[src/rtl/commit_tracer_if.sv]
// Retire-trace bundle: decode/hazard-side inputs toward the tracer, commit record and status back.
// The CPU side (or a bench) is master; commit_tracer is slave.
interface commit_tracer_if #(
    parameter int XLEN  = 32,
    parameter int CNT_W = 32
);
    logic             start_i;
    logic [XLEN-1:0]  id_pc_i;
    logic [XLEN-1:0]  id_inst_i;
    logic             flush_i;
    logic             stall_i;
    logic             commit_valid_o;
    logic [XLEN-1:0]  commit_pc_o;
    logic [XLEN-1:0]  commit_inst_o;
    logic [CNT_W-1:0] cycle_cnt_o;
    logic [CNT_W-1:0] retired_cnt_o;
    logic             done_o;
    logic             timeout_o;

    modport master (
        output start_i, id_pc_i, id_inst_i, flush_i, stall_i,
        input  commit_valid_o, commit_pc_o, commit_inst_o,
               cycle_cnt_o, retired_cnt_o, done_o, timeout_o
    );

    modport slave (
        input  start_i, id_pc_i, id_inst_i, flush_i, stall_i,
        output commit_valid_o, commit_pc_o, commit_inst_o,
               cycle_cnt_o, retired_cnt_o, done_o, timeout_o
    );
endinterface

[src/rtl/commit_tracer.sv]
// Retire-trace monitor: shadows ID-exit PC/encoding through DEPTH slots, reports one record per retire.
// Commit visible DEPTH-1 edges after capture; no backpressure, outputs derive from registered state only.
module commit_tracer #(
    parameter int              XLEN       = 32,
    parameter int              DEPTH      = 3,
    parameter int              CNT_W      = 32,
    parameter logic [XLEN-1:0] END_INST   = '0,
    parameter int unsigned     PC_BIAS    = 0,
    parameter int              MAX_CYCLES = 4096
) (
    input  logic            clk_i,
    input  logic            rst_i,
    commit_tracer_if.slave  trc
);
    localparam logic [XLEN-1:0] BIAS = XLEN'(PC_BIAS);

    typedef enum logic [1:0] {IDLE, RUN, DONE} state_t;

    typedef struct packed {
        logic            vld;
        logic [XLEN-1:0] pc;
        logic [XLEN-1:0] inst;
    } slot_t;

    state_t           state;
    slot_t            slots [DEPTH];
    logic [CNT_W-1:0] cycle_cnt;
    logic [CNT_W-1:0] retired_cnt;
    logic             done_q;
    logic             timeout_q;

    logic             end_hit;
    logic             wd_hit;
    logic             commit_vld;

    function automatic logic [CNT_W-1:0] sat_inc(input logic [CNT_W-1:0] v);
        return (v == '1) ? v : v + CNT_W'(1);
    endfunction

    assign end_hit    = (state == RUN) && slots[DEPTH-1].vld && (slots[DEPTH-1].inst == END_INST);
    assign commit_vld = (state == RUN) && slots[DEPTH-1].vld && (slots[DEPTH-1].inst != END_INST);
    // 64-bit compare keeps large MAX_CYCLES from aliasing onto a narrow counter.
    assign wd_hit     = (MAX_CYCLES != 0) && (state == RUN) &&
                        (64'(cycle_cnt) == 64'(MAX_CYCLES - 1));

    always_ff @(posedge clk_i or posedge rst_i) begin
        if (rst_i) begin
            state       <= IDLE;
            cycle_cnt   <= '0;
            retired_cnt <= '0;
            done_q      <= 1'b0;
            timeout_q   <= 1'b0;
            for (int k = 0; k < DEPTH; k++) begin
                slots[k] <= '0;
            end
        end else begin
            case (state)
                IDLE: begin
                    if (trc.start_i) begin
                        state    <= RUN;
                        slots[0] <= '{vld: ~trc.flush_i, pc: trc.id_pc_i, inst: trc.id_inst_i};
                    end
                end
                RUN: begin
                    if (commit_vld) begin
                        retired_cnt <= sat_inc(retired_cnt);
                    end
                    // END outranks the watchdog; the transition edge itself freezes the pipe.
                    if (end_hit) begin
                        state  <= DONE;
                        done_q <= 1'b1;
                    end else if (wd_hit) begin
                        state     <= DONE;
                        done_q    <= 1'b1;
                        timeout_q <= 1'b1;
                    end else begin
                        cycle_cnt <= sat_inc(cycle_cnt);
                        slots[0]  <= '{vld: ~trc.flush_i, pc: trc.id_pc_i, inst: trc.id_inst_i};
                        slots[1]  <= '{vld: slots[0].vld & ~trc.stall_i,
                                       pc: slots[0].pc, inst: slots[0].inst};
                        for (int k = 2; k < DEPTH; k++) begin
                            slots[k] <= slots[k-1];
                        end
                    end
                end
                default: begin
                    state <= DONE;
                end
            endcase
        end
    end

    assign trc.commit_valid_o = commit_vld;
    assign trc.commit_pc_o    = slots[DEPTH-1].pc + BIAS;
    assign trc.commit_inst_o  = slots[DEPTH-1].inst;
    assign trc.cycle_cnt_o    = cycle_cnt;
    assign trc.retired_cnt_o  = retired_cnt;
    assign trc.done_o         = done_q;
    assign trc.timeout_o      = timeout_q;
endmodule

[src/flat_wrapper.sv]
// flat-port wrapper written by rule: the top's interface ports become plain ports
module commit_tracer_flat 
#(
    parameter int              XLEN       = 32,
    parameter int              DEPTH      = 3,
    parameter int              CNT_W      = 32,
    parameter logic [XLEN-1:0] END_INST   = '0,
    parameter int unsigned     PC_BIAS    = 0,
    parameter int              MAX_CYCLES = 4096
)
  (clk_i, rst_i, trc_start_i, trc_id_pc_i, trc_id_inst_i, trc_flush_i, trc_stall_i, trc_commit_valid_o, trc_commit_pc_o, trc_commit_inst_o, trc_cycle_cnt_o, trc_retired_cnt_o, trc_done_o, trc_timeout_o);
  commit_tracer_if #(.XLEN(XLEN), .CNT_W(CNT_W)) trc_i ();
  input  logic clk_i;
  input  logic rst_i;
  input wire logic [$bits(trc_i.start_i)-1:0] trc_start_i;
  input wire logic [$bits(trc_i.id_pc_i)-1:0] trc_id_pc_i;
  input wire logic [$bits(trc_i.id_inst_i)-1:0] trc_id_inst_i;
  input wire logic [$bits(trc_i.flush_i)-1:0] trc_flush_i;
  input wire logic [$bits(trc_i.stall_i)-1:0] trc_stall_i;
  output wire logic [$bits(trc_i.commit_valid_o)-1:0] trc_commit_valid_o;
  output wire logic [$bits(trc_i.commit_pc_o)-1:0] trc_commit_pc_o;
  output wire logic [$bits(trc_i.commit_inst_o)-1:0] trc_commit_inst_o;
  output wire logic [$bits(trc_i.cycle_cnt_o)-1:0] trc_cycle_cnt_o;
  output wire logic [$bits(trc_i.retired_cnt_o)-1:0] trc_retired_cnt_o;
  output wire logic [$bits(trc_i.done_o)-1:0] trc_done_o;
  output wire logic [$bits(trc_i.timeout_o)-1:0] trc_timeout_o;
  assign trc_i.start_i = trc_start_i;
  assign trc_i.id_pc_i = trc_id_pc_i;
  assign trc_i.id_inst_i = trc_id_inst_i;
  assign trc_i.flush_i = trc_flush_i;
  assign trc_i.stall_i = trc_stall_i;
  assign trc_commit_valid_o = trc_i.commit_valid_o;
  assign trc_commit_pc_o = trc_i.commit_pc_o;
  assign trc_commit_inst_o = trc_i.commit_inst_o;
  assign trc_cycle_cnt_o = trc_i.cycle_cnt_o;
  assign trc_retired_cnt_o = trc_i.retired_cnt_o;
  assign trc_done_o = trc_i.done_o;
  assign trc_timeout_o = trc_i.timeout_o;
  commit_tracer #(.XLEN(XLEN), .DEPTH(DEPTH), .CNT_W(CNT_W), .END_INST(END_INST), .PC_BIAS(PC_BIAS), .MAX_CYCLES(MAX_CYCLES)) u_core (.clk_i(clk_i), .rst_i(rst_i), .trc(trc_i));
endmodule
[config.mk]
export PLATFORM = sky130hd
export DESIGN_NAME = commit_tracer_flat
export DESIGN_NICKNAME = d
export VERILOG_FILES = /design/src/rtl/commit_tracer_if.sv /design/src/rtl/commit_tracer.sv /design/src/flat_wrapper.sv
export SDC_FILE = /design/constraint.sdc
export NUM_CORES = 1
export LEC_CHECK = 0
export BUFFER_PORTS_ARGS = -buffer_cell sky130_fd_sc_hd__buf_2
export CAP_MARGIN = 20
export CORE_MARGIN = 2
export CORE_UTILIZATION = 45
export DETAILED_ROUTE_END_ITERATION = 16
export GPL_TIMING_DRIVEN = 0
export PLACE_DENSITY = 0.68
export REMOVE_ABC_BUFFERS = 1
export SETUP_SLACK_MARGIN = 0.15
export SLEW_MARGIN = 10
export SYNTH_ARGS = -nofsm -noshare
export SYNTH_HDL_FRONTEND = slang
export SYNTH_SLANG_ARGS = --single-unit
export TNS_END_PERCENT = 30
[constraint.sdc]
create_clock -name clk_i -period 10.3 [get_ports clk_i]
set_input_delay 0.515 -clock clk_i [delete_from_list [all_inputs] [get_ports clk_i]]
set_output_delay 0.515 -clock clk_i [all_outputs]
set_load 0.01 [all_outputs]
# --- After elaboration in Yosys (flattened, before gate mapping) ---
# Cells that the tools add are included.
totals:
  regBits: 263
  elab_cells: 57
classes:
  addsub: 2
  eq_ne: 8
  mux: 10
  n_bitwise: 7
  reduce_logical: 16
op_table:
  columns: ["cell", "count"]
  rows:
  - ["two-way mux 195 bit", 2]
  - ["one-hot mux 65 bit (2 select lines)", 1]
  - ["two-way mux 65 bit", 1]
  - ["adder 32 x 1 -> 32 bit (second input constant)", 2]
  - ["== test 32 bit (second input constant)", 2]
  - ["== test 32 x 12 -> 1 bit (second input constant)", 1]
  - ["logical NOT 32 bit", 1]
  - ["nonzero test 32 bit", 1]
  - ["AND reduction 3 bit", 3]
  - ["AND reduction 4 bit", 2]
  - ["two-way mux 2 bit", 3]
  - ["!= test 2 bit (second input constant)", 3]
  - ["NOT 1 bit", 6]
  - ["logical AND 1 bit", 4]
  - ["one-hot mux 2 bit (2 select lines)", 1]
  - ["AND reduction 2 bit", 2]
  - ["nonzero test 2 bit", 2]
  - ["!= test 3 x 1 -> 1 bit (second input constant)", 1]
  - ["== test 2 x 1 -> 1 bit (second input constant)", 1]
  - ["logical NOT 2 bit", 1]
  - ["two-way mux 1 bit", 2]
  - ["bitwise AND 1 bit", 1]

# --- Depth between registers and ports, before layout ---
# Gate-level depths: netlist of run 1.
depth:
  depth_word: 5
  ltp_mapped: 10

# --- Worst setup path before layout of run 1 ---
# No wires, ideal clock.
synth_timing:
  path_kind: "flip-flop to flip-flop"
  startpoint: "register u_core.cycle_cnt[0], in the netlist u_core.trc.cycle_cnt_o[0]"
  endpoint: "register u_core.cycle_cnt[14], in the netlist u_core.trc.cycle_cnt_o[14]"
  setup_time_ps: 128
  arrival_time_ps: 2177
  path_slack_ps: 7995
  path_stages_with_launch: 10
  path_buffers: 2
  cell_sequence: "dfrtp_1 -> ha_1 -> and4_1 -> buf_2 -> and2_1 -> and4_1 -> nor3_1 -> clkbuf_1 -> nand4_1 -> xnor2_1"
synth_via:
  elab_chain_cells: 4
synth_rtl:
  columns: ["item", "line_no", "text"]
  rows:
  - ["start: declaration", "commit_tracer.sv:27", "logic [CNT_W-1:0] cycle_cnt;"]
  - ["start signal: assignment", "commit_tracer.sv:77", "cycle_cnt <= sat_inc(cycle_cnt);"]
  - ["branches (longest 4 deep; another with adder 32 x 1 -> 32 bit)", null, null]
# Parallel ways; which one is timed is not known.
# A chain may end at the register's enable or synchronous reset.

# --- Final worst setup path of run 1 ---
layout_timing:
  startpoint: "register u_core.slots, in the netlist u_core.trc.commit_inst_o[29]"
  endpoint: "register u_core.slots[191] in the netlist's numbering"
layout_via:
  elab_chain_cells: 4
layout_rtl:
  columns: ["item", "line_no", "text"]
  rows:
  - ["start: declaration", "commit_tracer.sv:26", "slot_t slots [DEPTH];"]
  - ["start signal: indexed assignment", "commit_tracer.sv:82", "slots[k] <= slots[k-1];"]
  - ["logical NOT 32 bit", "commit_tracer.sv:40", "assign end_hit = (state == RUN) && slots[DEPTH-1].vld && (slots[DEPTH-1].inst == END_INST);"]
  - ["logical AND 1 bit", "commit_tracer.sv:40", null]
  - ["!= test 2 bit (no source line)", null, null]
  - ["AND reduction 4 bit (no source line)", null, null]
# No other way between the ends.

==> out/qor.yml, run 1 <==
routing:
  drtAntennaViolNets: 0
  drt-initial-drc-count: 299
  first_pass_iters: 5
  dr_total_vias: 6476
  drt-vias-per-instance: 5.05
  drt-total-wl_um: 20700
  avgRoutedWirePerCell_um: 16.2
  drc: 0
floorplanning:
  rows: 57
  ios: 200
  placeableCoreArea_um2: 24200
  start_util: 0.456
  die_h_um: 161
  die_w_um: 161
  die-area_um2: 25800
finish:
  final_cell_mix: "263 x dfrtp_1, 199 x buf_2, 136 x mux2_1, 59 x mux2_2, 46 x xnor2_1"
  layout-drive-gt1-share: 0.339
  layout.nets: 1008
  final_area_um2: 13000
  final_common_cell: "dfrtp_1"
  post-route-util: 0.535
  area_delta_synth_final_pct: 17.2
pwr:
  irDropWorstVdd_v: 0.000135
  cellLeakagePower_uw: 0.00628
  p_per_area_nw_per_um2: 251
clocking:
  cts_setup_buffers: 0
  cts_max_level: 1
  clk_transition_reported_paths_ns: 0.06
  cts_tree: "built"
  clk_latency_ns: 0.53
  root_buffer: "clkbuf_16"
  clkSinkCount: 263
  cts_resized: 0
  clockBufferDepth: 3
  cts_buffers: 28
  hold_buffers: 0
synthesis:
  async_flop_share: 1.00
  yosysSeqAreaShare: 0.595
  ys_top_cells_by_area: "dfrtp_1 60%, mux2_1 14%, mux2_2 6.0%"
  syn_avg_cell_area_um2: 13.9
  netlist_area_um2: 11100
  synth_edf_count: 0
  yosysWarnings: 0
  synth_top_flop_cell: "dfrtp_1"
  synth_cell_types: 37
  ys_seq_elements: 263
  synth_top_cell_area_share: 0.595
  syn-instance-count: 793
  synth_top_cell_by_area: "dfrtp_1"
outcome:
  outcome: "finished clean"
sta:
  fin_hold_ws_ns: 0.0361
  skew_ns: 0.0107
  finalCriticalPeriod_ns: 3.00
  max_slew.worst_pin.slew_ns: 0.820
  slew_violations: 0
  slew_headroom: 0.450
  timing.fmax_ghz: 0.334
  finalHoldViolations: 0
  rsz0062_at_grt: "no"
  fin_crit_sh: 0.291
  setup_viol: 0
global_route:
  grt_overflow: 0
  grt_usage: 0.163
  grt_antenna_before_repair: 3
  grt_max_degree: 103
  grt_pass1_wl_um: 34900
  grt_pass1_vias: 6648
hold_path:
  min_path_type: "primary input to async pin"
setup_path:
  cp_num_buf_inv: 1
  cpPeakStageDelay_ns: 0.48
  cp_top_family: "simple AND/OR/NAND/NOR gates"
  path_cells: "nor4_1 > and4_1 > and3_1 > nor3b_1 > o21ba_4 > buf_12 > mux2_1"
  cp_max_fo: 37
  arrival_ns: 3.40
  cp.required_ns: 10.70
  cp-start-kind: "flop"
  cp_slowest_cell: "and3_1"
  crit_type: "flop to flop"
  critPathCaptureType: "flop"
placement:
  placed_area_um2: 12000
  routabilityCongestion: 0.785
  portBuffers: 199
  place_hpwl_um: 14200
job:
  drv_cap: 0
==> cell usage after synthesis, types with 2 or more instances <==
cell type and number:
and2_1 5, and3_1 20, and4_1 12, buf_2 7
buf_4 67, buf_6 11, clkbuf_1 7, dfrtp_1 263
ha_1 2, inv_1 7, mux2_1 136, mux2_2 59
nand2_1 27, nand3_1 28, nand4_1 19, nor2_1 14
nor3_1 10, nor4_1 16, nor4_2 2, o21ai_0 4
or3_1 2, xnor2_1 46, xor2_1 15
==> cell families after synthesis <==
| kind of cell | after synthesis | synth area share |
|---|---|---|
| buf+inv | 100 | 0.0649 |
| fa+ha+maj | 2 | 0.00226 |
| compound gates | 9 | 0.00690 |
| flops | 263 | 0.595 |
| mux | 196 | 0.199 |
| xor+xnor | 61 | 0.0483 |
| simple gates | 162 | 0.0829 |
==> worst register-to-register path, stage by stage, from the launching register on <==
cell,delay [ns]
dfrtp_1,0.41
nor4_1,0.43
and4_1,0.38
and3_1,0.48
nor3b_1,0.13
o21ba_4,0.41
buf_12,0.26
mux2_1,0.38
==> metal layers <==
layer,global-route usage,part of all wire
met4,0.0386,0.017
met5,0,0.00048
met2,0.252,0.45
met1,0.229,0.45
met3,0.0496,0.080
==> report_power, final <==
part           internal, uW  switching [uW]  leakage, uW
Combinational           350             275      0.00245
Sequential             1410             191      0.00334
Clock                   636             398     0.000484
Total                  2390             864      0.00628
==> path summary, 6_finish.rpt <==
| check | from | to | slack, ns | depth (start not counted) |
|---|---|---|---|---|
| worst max-delay path | u_core.trc.commit_inst_o[29] | u_core.slots[191] | 7.30 | 7 |
| worst min register to register | u_core.slots[92] | u_core.trc.commit_inst_o[27] | 0.48 | 1 |
| worst max register to register | u_core.trc.commit_inst_o[29] | u_core.slots[191] | 7.30 | 7 |
| max in group asynchronous | rst_i | u_core.slots[104] | 9.38 | 3 |
| min in group clk_i | trc_flush_i | u_core.slots[194] | 0.16 | 2 |
| worst min-delay path | rst_i | u_core.trc.cycle_cnt_o[25] | 0.04 | 2 |
==> flip-flops by register name, summed over array words and instances (netlist names) <==
name and count:
u_core.slots 163, u_core.trc.commit_inst_o 32, u_core.trc.cycle_cnt_o 32, u_core.trc.retired_cnt_o 32, u_core.state 2, u_core.trc.done_o 1, u_core.trc.timeout_o 1
==> cell type report <==
cell class	count	area (um^2)
Fill cell	2101	11300
Sequential cell	263	6580
Multi-Input combinational cell	430	3790
Timing Repair Buffer	207	1180
Clock buffer	38	830
Tap cell	324	405
Clock inverter	13	145
Inverter	7	33.8
Antenna cell	1	2.50
==> metrics by stage <==
step,TNS (ns),setup WS [ns],cells,total power (uW)
2_1_floorplan,0,2.54,700,1990
3_3_place_gp,-108.36,-0.386,1223,2220
3_5_place_dp,0,7.29,1231,2260
4_1_cts,0,7.26,1282,3310
5_1_grt,0,7.16,1282,3460
6_report,0,7.30,1283,3260
No activity file was read; power rests on OpenSTA's default activity.
==> inputs of run 2 (changes only) <==
PLACE_DENSITY = 0.7   (was 0.68)
clock period = 2.5 ns   (was 10.3 ns; I/O delays follow)
==> out/qor.yml, run 2 (synthesis results as in run 1) <==
finish:
  layout.nets: 1101
  final_common_cell: "dfrtp_1"
  largest-register: "u_core.slots"
  layout-drive-gt1-share: 0.349
  multi_input_area_um2: 3970
  fillers: 1936
  final_cell_mix: "261 x dfrtp_1, 200 x buf_2, 136 x mux2_1, 67 x dlygate4sd3_1, 59 x mux2_2"
  area_delta_synth_final_pct: 26.9
  final_area_um2: 14000
  register_area_um2: 6580
  largest_reg_flops: 163
  final_cells: 1375
floorplanning:
  start_util: 0.456
  placeableCoreArea_um2: 24200
  die-area_um2: 25800
  die_w_um: 161
  die_h_um: 161
  rows: 57
  ios: 200
job:
  drv_cap: 0
setup_path:
  cp_slowest_cell: "dfrtp_1"
  critPathCaptureType: "flop"
  arrival_ns: 2.70
  cpPeakStageDelay_ns: 0.42
  r2r_cells: 7
  cp.required_ns: 2.91
  cp_max_fo: 13
  path_cells: "nor4_1 > nand2_2 > nor3_4 > nor3b_4 > o21ba_4 > buf_6 > mux2_1"
  crit_type: "flop to flop"
  cp-start-kind: "flop"
sta:
  timing.fmax_ghz: 0.437
  slew_violations: 0
  setup_viol: 0
  finalCriticalPeriod_ns: 2.29
  skew_ns: 0.0125
  rsz0062_at_grt: "yes"
  fin_crit_sh: 0.916
  slew_headroom: 0.628
  max_slew.worst_pin.slew_ns: 0.558
  setup_slack_ns: 0.210
  finalHoldViolations: 0
  tns_ns: 0
global_route:
  grt_antenna_before_repair: 0
  grt_usage: 0.176
  grt_max_degree: 102
  grt_overflow: 0
  grt_pass1_wl_um: 37400
  grt_pass1_vias: 6910
routing:
  dr_total_vias: 6941
  drt-initial-drc-count: 477
  drc: 0
  drtAntennaViolNets: 0
  avgRoutedWirePerCell_um: 17.0
  drt-vias-per-instance: 5.05
  drt-total-wl_um: 23400
  first_pass_iters: 4
placement:
  dpl_worst_slack_ns: -0.521
  routabilityCongestion: 0.788
  place_hpwl_um: 14200
  placedCellCount: 1233
  placed_area_um2: 12000
  portBuffers: 199
clocking:
  clk_transition_reported_paths_ns: 0.06
  cts_max_level: 1
  root_buffer: "clkbuf_16"
  cts_tree: "built"
  clk_latency_ns: 0.53
  clkSinkCount: 263
  cts_buffers: 28
  clockBufferDepth: 3
outcome:
  outcome: "finished clean"
pwr:
  cellLeakagePower_uw: 0.00672
  irDropWorstVdd_v: 0.000705
  p_per_area_nw_per_um2: 981
hold_path:
  min_path_type: "primary input to async pin"
==> run 2: cell types whose count changed in the layout (fill, tap and decap cells not counted), sizes merged <==
cell / before / now
dlygate4sd3: 0 / 67
o21ba: 1 / 2
clkbuf: 38 / 49
clkinvlp: 2 / 0
bufinv: 3 / 1
clkinv: 8 / 2
buf: 207 / 230
==> run 2: cell type report <==
type,instances,area share
flip-flops and latches,263,0.469
multi-input cells,431,0.283
repair buffers,299,0.150
clock buffers,47,0.0637
well taps,324,0.0289
clock inverters,3,0.00285
inverters,7,0.00241
diodes,1,0.000178
==> run 2: report_power, final <==
group          leakage (uW)  total, uW  switching (uW)  internal [uW]
logic               0.00292       2960            1280           1680
registers           0.00334       6670             881           5790
clock network      0.000461       4140            1630           2510
total               0.00672      13800            3780           9990
==> run 2: path summary, 6_finish.rpt <==
| check | start | end | slack, ns |
|---|---|---|---|
| setup / recovery | u_core.trc.cycle_cnt_o[15] | u_core.slots[182] | 0.21 |
| setup reg to reg | u_core.trc.cycle_cnt_o[15] | u_core.slots[182] | 0.21 |
| hold reg to reg | u_core.slots[34] | u_core.slots[34] | 0.48 |
| max in group asynchronous | rst_i | u_core.slots[45] | 1.39 |
| min in group clk_i | trc_id_pc_i[0] | u_core.slots[162] | 0.34 |
| hold / removal | rst_i | u_core.trc.retired_cnt_o[26] | 0.21 |
==> run 2: metal layers <==
| metal | vias to the layer above | GRT usage | part of all wire |
|---|---|---|---|
| met2 | 196 | 0.281 | 0.46 |
| met1 | 3516 | 0.244 | 0.45 |
| met5 | - | 0 | 0 |
| met3 | 29 | 0.0486 | 0.072 |
| met4 | 0 | 0.0386 | 0.018 |
| li1 | 3200 | - | - |
==> run 2: stage by stage <==
step                 util  total power (uW)  hold WS [ns]
floorplan               -              8190         0.218
global placement    0.485              9140         0.312
detailed placement  0.495              9320         0.239
CTS                 0.569             13700         0.220
global route        0.579             14600         0.240
finish              0.579             13800         0.211
==> run 2: worst max-delay path: cells and delay by family (launching register included) <==
family | cells | cell delay (ns)
multiplexers | 1 | 0.35
flip-flops | 1 | 0.42
AO/OA/AOI/OAI | 1 | 0.26
buffers and inverters | 1 | 0.18
AND/OR/NAND/NOR | 4 | 0.94
==> run 2: repair_timing <==
| action | in CTS | in global routing |
|---|---|---|
| endpoints found under the hold margin | 141 | 0 |
| gates resized for setup | 18 | 21 |
| setup buffers | 12 | 9 |
| cloned | 1 | 2 |
| endpoints found under the setup margin | 222 | 174 |
| pin swaps | 9 | 8 |
| hold buffers | 67 | 0 |
==> inputs of run 3 (changes only) <==
RECOVER_POWER = 50   (was unset)
==> out/qor.yml, run 3 (synthesis results as in run 1) <==
finish:
  register_area_um2: 6580
  final_cells: 1375
  layout-drive-gt1-share: 0.286
  area_delta_synth_final_pct: 26.1
  final_cell_mix: "261 x dfrtp_1, 136 x mux2_1, 134 x buf_2, 74 x clkbuf_1, 67 x dlygate4sd3_1"
  multi_input_area_um2: 3970
  fillers: 1986
  largest_reg_flops: 163
  final_common_cell: "dfrtp_1"
  layout.nets: 1101
  largest-register: "u_core.slots"
clocking:
  clk_transition_reported_paths_ns: 0.06
  clockBufferDepth: 3
  cts_buffers: 28
  clkSinkCount: 263
  cts_max_level: 1
  clk_latency_ns: 0.53
  root_buffer: "clkbuf_16"
  cts_tree: "built"
sta:
  setup_viol: 0
  fin_crit_sh: 0.914
  finalHoldViolations: 0
  slew_violations: 76
  rsz0062_at_grt: "yes"
  timing.fmax_ghz: 0.438
  setup_slack_ns: 0.216
  finalCriticalPeriod_ns: 2.28
  slew_headroom: -0.143
  max_slew.worst_pin.slew_ns: 1.71
  skew_ns: 0.0107
setup_path:
  critPathCaptureType: "flop"
  cp_slowest_cell: "dfrtp_1"
  crit_type: "flop to flop"
  cp.required_ns: 2.91
  cp-start-kind: "flop"
  path_cells: "nor4_1 > nand2_2 > o31ai_4 > nor2_4 > buf_12 > buf_16 > mux2_1"
  arrival_ns: 2.70
  cpPeakStageDelay_ns: 0.42
  cp_max_fo: 27
pwr:
  cellLeakagePower_uw: 0.00646
  netSwitchingFraction: 0.278
  p_per_area_nw_per_um2: 982
  internal_power_uw: 9890
  combPwrFrac: 0.210
  irDropWorstVdd_v: 0.000698
  seqPwrFrac: 0.488
  switchingPower_uw: 3800
  clock_power_share: 0.303
routing:
  drt-vias-per-instance: 5.07
  drc: 0
  avgRoutedWirePerCell_um: 17.1
  drt-initial-drc-count: 450
  first_pass_iters: 4
  drtAntennaViolNets: 0
  dr_total_vias: 6978
  drt-total-wl_um: 23500
floorplanning:
  rows: 57
  start_util: 0.456
  die-area_um2: 25800
  die_h_um: 161
  die_w_um: 161
  placeableCoreArea_um2: 24200
  ios: 200
placement:
  place_hpwl_um: 14200
  routabilityCongestion: 0.788
  portBuffers: 199
  dpl_worst_slack_ns: -0.521
  placedCellCount: 1233
outcome:
  violations: "max-capacitance violations, max-slew violations"
  outcome: "complete, but fails checks"
global_route:
  grt_antenna_before_repair: 0
  grt_pass1_wl_um: 37400
  grt_overflow: 0
  grt_pass1_vias: 6910
  grt_max_degree: 102
  grt_usage: 0.176
hold_path:
  min_path_type: "primary input to flop"
job:
  drv_cap: 1
## run 3: cell type report
cell class	instances	area share
clock buffers	47	0.0640
multi-input cells	431	0.284
flip-flops and latches	263	0.472
repair buffers	299	0.145
diodes	1	0.000179
clock inverters	3	0.00287
inverters	7	0.00215
well taps	324	0.0291
## run 3: per-stage QoR
| stage | TNS (ns) | area (um^2) | util | power [uW] | hold WS, ns |
|---|---|---|---|---|---|
| 6_report | 0 | 13900 | 0.575 | 13700 | 0.339 |
| 4_1_cts | 0 | 13800 | 0.569 | 13700 | 0.220 |
| 3_3_place_gp | -3137.61 | 11800 | 0.485 | 9140 | 0.312 |
| 3_5_place_dp | -37.30 | 12000 | 0.495 | 9320 | 0.239 |
| 2_1_floorplan | -1937.26 | 10400 | - | 8190 | 0.218 |
| 5_1_grt | 0 | 13900 | 0.575 | 14500 | 0.328 |
## run 3: worst paths after layout
path,from,endpoint,slack [ns],cells after the start
setup / recovery,u_core.trc.cycle_cnt_o[15],u_core.slots[69],0.22,7
hold / removal,trc_id_pc_i[0],u_core.slots[162],0.34,3
setup reg to reg,u_core.trc.cycle_cnt_o[15],u_core.slots[69],0.22,7
hold reg to reg,u_core.slots[107],u_core.slots[107],0.48,1
max in group asynchronous,rst_i,u_core.slots[110],0.69,4
min in group asynchronous,rst_i,u_core.trc.retired_cnt_o[26],0.62,3
## run 3: power groups by stage
stage / clock network [uW] / logic, uW / registers [uW]
final: 4140 / 2870 / 6680
after detailed placement: 0 / 2660 / 6660
after floorplan: 0 / 1520 / 6670
after global routing: 4430 / 3160 / 6890
after CTS: 4250 / 2870 / 6630
after global placement: 0 / 2540 / 6600
## run 3: critical path, delay by kind of cell (launching register included)
family	cells	cell delay, ns
compound gates	1	0.36
flops	1	0.42
mux	1	0.33
buf+inv	2	0.37
simple gates	3	0.66
## run 3: timing repair
item / CTS / global route
hold buffers: 67 / 0
cloned: 1 / 2
setup buffers: 12 / 9
pin swaps: 9 / 8
setup endpoints to repair: 222 / 174
resized for setup: 18 / 21
endpoints found under the hold margin: 141 / 0
## run 3: layer usage
layer / GRT usage / part of all wire / up-vias
met5: 0 / 0 / -
met4: 0.0386 / 0.018 / 0
met3: 0.0486 / 0.072 / 31
met2: 0.281 / 0.46 / 195
met1: 0.244 / 0.45 / 3554
li1: - / - / 3198
